===== src/rtl/lsu_controller.sv =====
// lsu_controller
//   Load/store unit sequencer sitting in the memory/writeback stage. Decodes
//   RV32 load/store instructions, checks alignment, runs a single outstanding
//   request on a req/gnt + rvalid memory port, formats store lanes and
//   extracts/extends load data.
//
// Ports
//   clk, rst (async, active-low)
//   instruction_wback/inst_valid : instruction in the stage + bubble qualifier
//   addr, wdata                  : effective address and store data
//   mem_req/we/addr/be/wdata     : memory request (addr is word-aligned)
//   mem_gnt, mem_rvalid, mem_rdata : memory handshake and read return
//   stall                        : freeze the pipeline while an access is open
//   load_data, load_valid, rd_wback : register writeback of a completed load
//   misaligned                   : one-cycle error pulse for illegal accesses
module lsu_controller (
    input  logic        clk,
    input  logic        rst,
    input  logic [31:0] instruction_wback,
    input  logic        inst_valid,
    input  logic [31:0] addr,
    input  logic [31:0] wdata,
    output logic        mem_req,
    output logic        mem_we,
    output logic [31:0] mem_addr,
    output logic [3:0]  mem_be,
    output logic [31:0] mem_wdata,
    input  logic        mem_gnt,
    input  logic        mem_rvalid,
    input  logic [31:0] mem_rdata,
    output logic        stall,
    output logic [31:0] load_data,
    output logic        load_valid,
    output logic [4:0]  rd_wback,
    output logic        misaligned
);

    typedef enum logic [1:0] {IDLE = 2'd0, REQ = 2'd1, WAIT = 2'd2, DONE = 2'd3} state_t;

    localparam logic [6:0] OP_LOAD  = 7'b0000011;
    localparam logic [6:0] OP_STORE = 7'b0100011;

    state_t      state_q, state_d;
    logic [31:0] addr_q, addr_d;
    logic [31:0] wdata_q, wdata_d;
    logic [2:0]  funct3_q, funct3_d;
    logic [4:0]  rd_q, rd_d;
    logic        is_store_q, is_store_d;
    logic [31:0] load_data_q, load_data_d;
    logic [4:0]  rd_wback_q, rd_wback_d;

    // ---------------------------------------------------------------
    // Decode and legality of the incoming instruction
    // ---------------------------------------------------------------
    logic [6:0] opcode_in;
    logic [2:0] funct3_in;
    logic [4:0] rd_in;
    logic       is_load_in, is_store_in;
    logic       funct3_bad, addr_bad;
    logic       start, accept, reject;
    logic       unused_inst_bits;

    assign opcode_in        = instruction_wback[6:0];
    assign rd_in            = instruction_wback[11:7];
    assign funct3_in        = instruction_wback[14:12];
    assign unused_inst_bits = ^instruction_wback[31:15];
    assign is_load_in       = (opcode_in == OP_LOAD);
    assign is_store_in      = (opcode_in == OP_STORE);

    always_comb begin
        funct3_bad = 1'b0;
        addr_bad   = 1'b0;
        if (is_load_in)
            funct3_bad = (funct3_in == 3'b011) || (funct3_in == 3'b110) || (funct3_in == 3'b111);
        else
            funct3_bad = (funct3_in > 3'b010);
        // funct3[1:0] encodes the access size for every legal load/store
        case (funct3_in[1:0])
            2'b01:   addr_bad = addr[0];
            2'b10:   addr_bad = (addr[1:0] != 2'b00);
            default: addr_bad = 1'b0;
        endcase
    end

    // Only IDLE looks at the stage; REQ/WAIT/DONE ignore inst_valid.
    assign start  = (state_q == IDLE) && inst_valid && (is_load_in || is_store_in);
    assign accept = start && !(funct3_bad || addr_bad);
    assign reject = start &&  (funct3_bad || addr_bad);

    // ---------------------------------------------------------------
    // Store lane formatting and load extraction (from registered request)
    // ---------------------------------------------------------------
    logic [3:0]  st_be;
    logic [31:0] st_wdata;
    logic [31:0] rd_shift;
    logic [31:0] ld_ext;

    always_comb begin
        case (funct3_q[1:0])
            2'b00: begin
                st_be    = 4'b0001 << addr_q[1:0];
                st_wdata = {4{wdata_q[7:0]}};
            end
            2'b01: begin
                st_be    = 4'b0011 << {addr_q[1], 1'b0};
                st_wdata = {2{wdata_q[15:0]}};
            end
            default: begin
                st_be    = 4'b1111;
                st_wdata = wdata_q;
            end
        endcase
    end

    // Bring the addressed byte/halfword down to bit 0 before extending.
    assign rd_shift = mem_rdata >> {addr_q[1:0], 3'b000};

    always_comb begin
        case (funct3_q)
            3'b000:  ld_ext = {{24{rd_shift[7]}},  rd_shift[7:0]};
            3'b001:  ld_ext = {{16{rd_shift[15]}}, rd_shift[15:0]};
            3'b100:  ld_ext = {24'b0, rd_shift[7:0]};
            3'b101:  ld_ext = {16'b0, rd_shift[15:0]};
            default: ld_ext = mem_rdata;
        endcase
    end

    // ---------------------------------------------------------------
    // Sequencer
    // ---------------------------------------------------------------
    always_comb begin
        state_d     = state_q;
        addr_d      = addr_q;
        wdata_d     = wdata_q;
        funct3_d    = funct3_q;
        rd_d        = rd_q;
        is_store_d  = is_store_q;
        load_data_d = load_data_q;
        rd_wback_d  = rd_wback_q;
        case (state_q)
            IDLE: begin
                if (accept) begin
                    state_d    = REQ;
                    addr_d     = addr;
                    wdata_d    = wdata;
                    funct3_d   = funct3_in;
                    rd_d       = rd_in;
                    is_store_d = is_store_in;
                end
            end
            REQ: begin
                if (mem_gnt)
                    state_d = is_store_q ? DONE : WAIT;
            end
            WAIT: begin
                if (mem_rvalid) begin
                    load_data_d = ld_ext;
                    rd_wback_d  = rd_q;
                    state_d     = DONE;
                end
            end
            DONE:    state_d = IDLE;
            default: state_d = IDLE;
        endcase
    end

    always_ff @(posedge clk or negedge rst) begin
        if (!rst) begin
            state_q     <= IDLE;
            addr_q      <= '0;
            wdata_q     <= '0;
            funct3_q    <= '0;
            rd_q        <= '0;
            is_store_q  <= 1'b0;
            load_data_q <= '0;
            rd_wback_q  <= '0;
        end else begin
            state_q     <= state_d;
            addr_q      <= addr_d;
            wdata_q     <= wdata_d;
            funct3_q    <= funct3_d;
            rd_q        <= rd_d;
            is_store_q  <= is_store_d;
            load_data_q <= load_data_d;
            rd_wback_q  <= rd_wback_d;
        end
    end

    // ---------------------------------------------------------------
    // Outputs. Request fields are zero outside REQ so the port is quiet
    // between accesses. stall/misaligned depend on the live instruction
    // in IDLE, so they are gated with rst to read 0 during reset.
    // misaligned follows the stage: it is high for as long as an illegal
    // instruction is presented in IDLE (one cycle, since stall stays low).
    // ---------------------------------------------------------------
    logic in_req;
    assign in_req     = (state_q == REQ);

    assign mem_req    = in_req;
    assign mem_we     = in_req && is_store_q;
    assign mem_addr   = in_req ? {addr_q[31:2], 2'b00} : 32'b0;
    assign mem_be     = in_req ? st_be : 4'b0;
    assign mem_wdata  = (in_req && is_store_q) ? st_wdata : 32'b0;

    assign stall      = rst && (accept || (state_q == REQ) || (state_q == WAIT));
    assign misaligned = rst && reject;
    assign load_valid = (state_q == DONE) && !is_store_q;
    assign load_data  = load_data_q;
    assign rd_wback   = rd_wback_q;

endmodule


===== config.mk =====
export PLATFORM = sky130hd
export DESIGN_NAME = lsu_controller
export DESIGN_NICKNAME = d
export VERILOG_FILES = /design/src/rtl/lsu_controller.sv
export SDC_FILE = /design/constraint.sdc
export NUM_CORES = 1
export LEC_CHECK = 0
export ABC_AREA = 0
export CORE_UTILIZATION = 45
export DETAILED_ROUTE_END_ITERATION = 7
export GPL_TIMING_DRIVEN = 0
export PLACE_DENSITY = 0.86
export SLEW_MARGIN = 30
export SYNTH_ARGS = -nofsm -noshare
export SYNTH_HDL_FRONTEND = slang
export SYNTH_SLANG_ARGS = --single-unit

===== constraint.sdc =====
create_clock -name clk -period 4.71 [get_ports clk]
set_input_delay 0.7065 -clock clk [delete_from_list [all_inputs] [get_ports clk]]
set_output_delay 0.7065 -clock clk [all_outputs]
set_load 0.01 [all_outputs]

Word-level counts from Yosys, hierarchy flattened
Index checks and enable logic that the tools add are counted.
W data, S select, Z words.

cells by class
  order comparisons = 1
  equality and inequality tests = 17
  shift operators = 3
  multiplexer cells = 13
  reduce and logical (&&, ||, !) cells = 23

operators with widths
  operator               number
  $pmux W32 S4           1
  $mux W32               2
  $pmux W32 S2           1
  $shr A32 B5 Y16        1
  $eq A3 B3 Y1 const B   4
  $logic_and A1 B1 Y1    8
  $pmux W2 S4            1
  $pmux W4 S2            1
  $eq A7 B2 Y1 const B   1
  $eq A7 B6 Y1 const B   1
  $eq A2 B1 Y1 const B   3
  $eq A2 B2 Y1 const B   3
  $logic_or A1 B1 Y1     6
  $mux W2                3
  $ne A2 B2 Y1 const B   3
  $logic_not A2 Y1       2
  $mux W4                1
  $reduce_and A2 Y1      2
  $shl A1 B2 Y4 const A  1
  $shl A2 B2 Y4 const A  1
  $eq A3 B1 Y1 const B   1
  $eq A3 B2 Y1 const B   1
  $gt A3 B2 Y1 const B   1
  $logic_not A3 Y1       1
  5 further kinds        7

storage, ports and cells
  bits in registers = 112
  input port bits = 133
  output and inout port bits = 110
  logic and storage cells = 65

Longest topological paths before layout
Gate-level depths: netlist of the first run.

  word-level depth = 10
  mapped depth = 9
  mapped depth without buffers = 7

Worst setup path before layout of the first run
OpenSTA, ideal clock, no wires.

  path type = input to output
  start point = in instruction_wback[12]
  end point = out stall
  data arrival time = 2.025 ns
  path slack = 1.978 ns
  stages on the path = 9
  cell sequence = inv_1 -> ha_1 -> o21ai_0 -> a21oi_1 -> nor3_2 -> and3_4 -> buf_12 -> buf_12 -> o31a_1

on the way
  word-level cells in the longest chain between the ends = 10
  elaborated cells on any way between the ends = 16
  those cells by class = 1 x order compare; 5 x eq/ne; 2 x mux; 8 x reduce/logical

RTL lines
  element                                               line  text
  from (decl)                                           19    input logic [31:0] instruction_wback,
  branches (longest 4 deep; another with $gt A3 B2 Y1)  -
  $logic_or A1 B1 Y1 *                                  87    assign accept = start && !(funct3_bad || addr_bad);
  $logic_not A1 Y1 *                                    87
  $logic_and A1 B1 Y1 *                                 87
  $logic_or A1 B1 Y1 * (2 in a row)                     205   assign stall = rst && (accept || (state_q == REQ) || (state_q == WAIT));
  $logic_and A1 B1 Y1 *                                 205
  to (decl)                                             31    output logic stall,

Mark *: on every way between the ends.

Worst setup path in the final report of the first run
Ends and elaborated chain as after synthesis.

==> impl_metrics.csv, run 1 <==
group,metric,value,unit
global_route,grt_pass1_vias,5564,
synthesis,syn_area,6090,um^2
route,first_pass_iters,4,
timing,timing.fmax,246,MHz
clock_tree,clock_latency,0.36,ns
synthesis,synth_area_leaders,"dfrtp_1, mux2_4, mux2i_1, mux2_2, nand2_1",
timing,hold_viol_final,0,
synthesis,yosys_warnings,0,
timing,setup_violations,0,
critical_path,path_delay_family,"buffers and inverters",
route,avgViaCountPerCell,5.40,
place,dp_cells,961,
critical_path,critical_path_class,"in2out",
finish,final_util,67.4,%
critical_path,cp_cell_sequence,"clkdlybuf4s50_1, inv_1, ha_1, o21ai_0, a21oi_1, nor3_2, and3_4, buf_12, buf_12, o31a_1, clkdlybuf4s50_1",
clock_tree,cts_buffers,9,
critical_path,slowest_delay,0.56,ns
critical_path,cp_slowest_cell,"clkdlybuf4s50_1",
floorplanning,core,13200,um^2
finish,fill_cells,1011,
clock_tree,cts.sinks,112,
critical_path,worst-path-buf-inv,5,
power_and_ir_drop,p_leak,3.92,nW
timing,slew_viol_final,0,
timing,tightestPinTransition,0.737,ns
route,drtIter0Drc,355,
run_status,outcome,"completed",
finish,nNetsFinal,937,
synthesis,synth_area_leader_cell,"dfrtp_1",
global_route,track_usage,27.1,%
route,vias,5273,
synthesis,syn_inst,560,
floorplanning,dieArea,14000,um^2
route,route.antenna.remaining_nets,0,
global_route,grt.overflow.total,0,
floorplanning,initial_utilization,46.1,%
timing,post-route-min-period,4.07,ns
global_route,antenna_found_initial,0,
timing,period_share,86.3,%
floorplanning,pin_count,243,
floorplanning,die_h,118,um
finish,num_antenna_cells,0,
clock_tree,cts_max_level,3,
synthesis,synth_top_area_share,46.1,%
critical_path,endpoint_kind,"output pin",
floorplanning,chipWidth,118,um
synthesis,ys_ff_latch,112,
timing,hold_slack,0.270,ns
power_and_ir_drop,irDropWorstVdd,160,uV
finish,syn2layout_area_growth,46.0,%
clock_tree,cts_resized,0,
clock_tree,tritoncts,"yes",
place,portBuffers,223,
finish,layout_common_cells,"clkdlybuf4s50_1, dfrtp_1, nand2_1",
clock_tree,clkTransAtPathRegs,0.08,ns
timing,setup_tns,0,ns
hold_path,hp-class,"in2async",
route,wl,18.5,mm
timing,clock-skew-final,0.00598,ns
floorplanning,num_rows,42,
clock_tree,ctsLongestPathBuffers,2,
clock_tree,cts-root-buf,"clkbuf_16",
finish,final_cells,977,
route,wl_per_cell,18.9,um
finish,layout_commonest_cell,"clkdlybuf4s50_1",
critical_path,critPathMaxFanout,10,
place,place_congestion,0.909,
clock_tree,cts_setup_buffers,0,
critical_path,start_kind,"primary input",
timing,slew_headroom,50.7,%
run,maxCapViolCount,0,
critical_path,cp.arrival,3.36,ns
route,post-route-drc-count,0,
critical_path,cp.required,4.00,ns
synthesis,postSynthAreaPerCell,10.9,um^2
timing,rsz0062_at_grt,"false",
synthesis,ys_seq_area_share,46.1,%
global_route,grt_pass1_wl,29.3,mm
global_route,grt_max_degree,63,
synthesis,ys_types,40,
finish,drive_above_1_share,14.9,%
power_and_ir_drop,powerDensity,359,nW/um^2
clock_tree,cts_hold_buf,0,
place,dp_hpwl,13.9,mm
==> metal layers <==
metal  vias up  GRT usage, %  part of all wire, %
met5         -             0                    0
met4         0          12.7                  3.0
met3        42          6.18                  7.3
met2       254          45.8                   49
met1      2582          32.8                   41
li1       2395             -                    -
==> stage by stage <==
step | instance area (um^2) | setup WS (ns) | total power (W)
after floorplan | 6090 | 1.98 | 0.00176
after global placement | 8540 | -1.88 | 0.00234
after detailed placement | 8570 | 0.662 | 0.00239
after CTS | 8890 | 0.645 | 0.00320
after global routing | 8890 | 0.506 | 0.00334
final | 8890 | 0.644 | 0.00319
==> sequential cells by signal (all words and copies together) (netlist names) <==
signal      flops
addr_q         32
load_data      32
wdata_q        32
rd_q            5
rd_wback        5
funct3_q        3
state_q         2
is_store_q      1
==> synth_stat cells <==
cell type,count
nand3_2,1
a32o_1,7
o311ai_0,1
ha_1,8
mux2_2,23
a211oi_1,2
buf_1,7
o21ai_1,2
a311oi_1,1
nand2_1,69
nand3_1,33
and3_4,1
a21oi_1,29
o22ai_1,1
nor2_1,44
o22a_1,1
buf_12,7
nor4b_1,1
o211ai_1,7
and2_1,31
nor3_1,3
o21a_1,1
inv_1,12
o21ai_0,11
and3_1,8
nor4b_4,1
a31o_2,1
nor3_2,1
nor2b_1,5
buf_2,6
buf_4,3
clkbuf_1,17
a22oi_1,7
mux2i_1,27
nand2b_1,9
conb_1,1
o31a_1,1
a41oi_1,1
dfrtp_1,112
mux2_4,57
==> power by group <==
group | switching, W | internal, W | leakage, nW | total, W
combinational | 0.000522 | 0.000595 | 2.27 | 0.00112
sequential | 0.000122 | 0.00114 | 1.50 | 0.00126
clock | 0.000385 | 0.000424 | 0.150 | 0.000809
==> kinds of logic after synthesis <==
logic type / after synthesis / synth area share (%)
AND/OR/NAND/NOR: 207 / 16.4
flip-flops: 112 / 46.1
buffers and inverters: 52 / 5.39
other: 1 / 0.0616
adder cells (fa/ha/maj): 8 / 1.64
AO/OA/AOI/OAI: 73 / 7.67
multiplexers: 107 / 22.8
==> worst register-to-register path, stage by stage (launching register included) <==
cell     delay (ns)
dfrtp_1        0.43
inv_1          0.12
ha_1           0.30
inv_1          0.17
o22ai_1        0.33
inv_1          0.12
a31o_2         0.29
mux2_2         0.28
==> path summary, 6_finish.rpt <==
path | slack, ns | from | cells after the start | to
worst max-delay path | 0.64 | instruction_wback[12] | 11 | stall
worst min-delay path | 0.27 | rst | 1 | load_data[3]
worst max register to register | 2.57 | state_q[1] | 7 | state_q[1]
worst min register to register | 0.48 | load_data[15] | 2 | load_data[15]
max in group asynchronous | 3.81 | rst | 2 | addr_q[24]
min in group clk | 0.48 | load_data[15] | 2 | load_data[15]
==> layout make-up <==
| type | instances | area [um^2] | area share (%) |
|---|---|---|---|
| Inverter | 12 | 45.0 | 0.507 |
| Clock buffer | 9 | 225 | 2.53 |
| Timing Repair Buffer | 224 | 2260 | 25.5 |
| Clock inverter | 7 | 86.3 | 0.972 |
| Tap cell | 176 | 220 | 2.48 |
| Multi-Input combinational cell | 397 | 2960 | 33.3 |
| Sequential cell | 112 | 2800 | 31.5 |
| Buffer | 40 | 283 | 3.18 |
No activity file was read; power rests on OpenSTA's default activity.
==> run 2: changes to the inputs <==
Settings changed: CTS_CLUSTER_SIZE from default to 14.
==> results of run 2 <==
Same layout as run 1: the final DEF is identical, and so are final timing and power.
==> run 3: changes to the inputs <==
Clock period 4.71 ns to 4.8 ns, I/O delays scaled along.
==> results of run 3 <==
Same layout as run 1 (identical final DEF). Status: completed.
Main changes from that run: setup slack after placement 0.662 ns -> 0.725 ns; setup slack after layout 0.644 ns -> 0.707 ns; hold slack 0.270 ns -> 0.284 ns; register-to-register setup slack 2.57 ns -> 2.66 ns; total power 0.00319 W -> 0.00313 W; worst IR drop on VDD 160 uV -> 157 uV
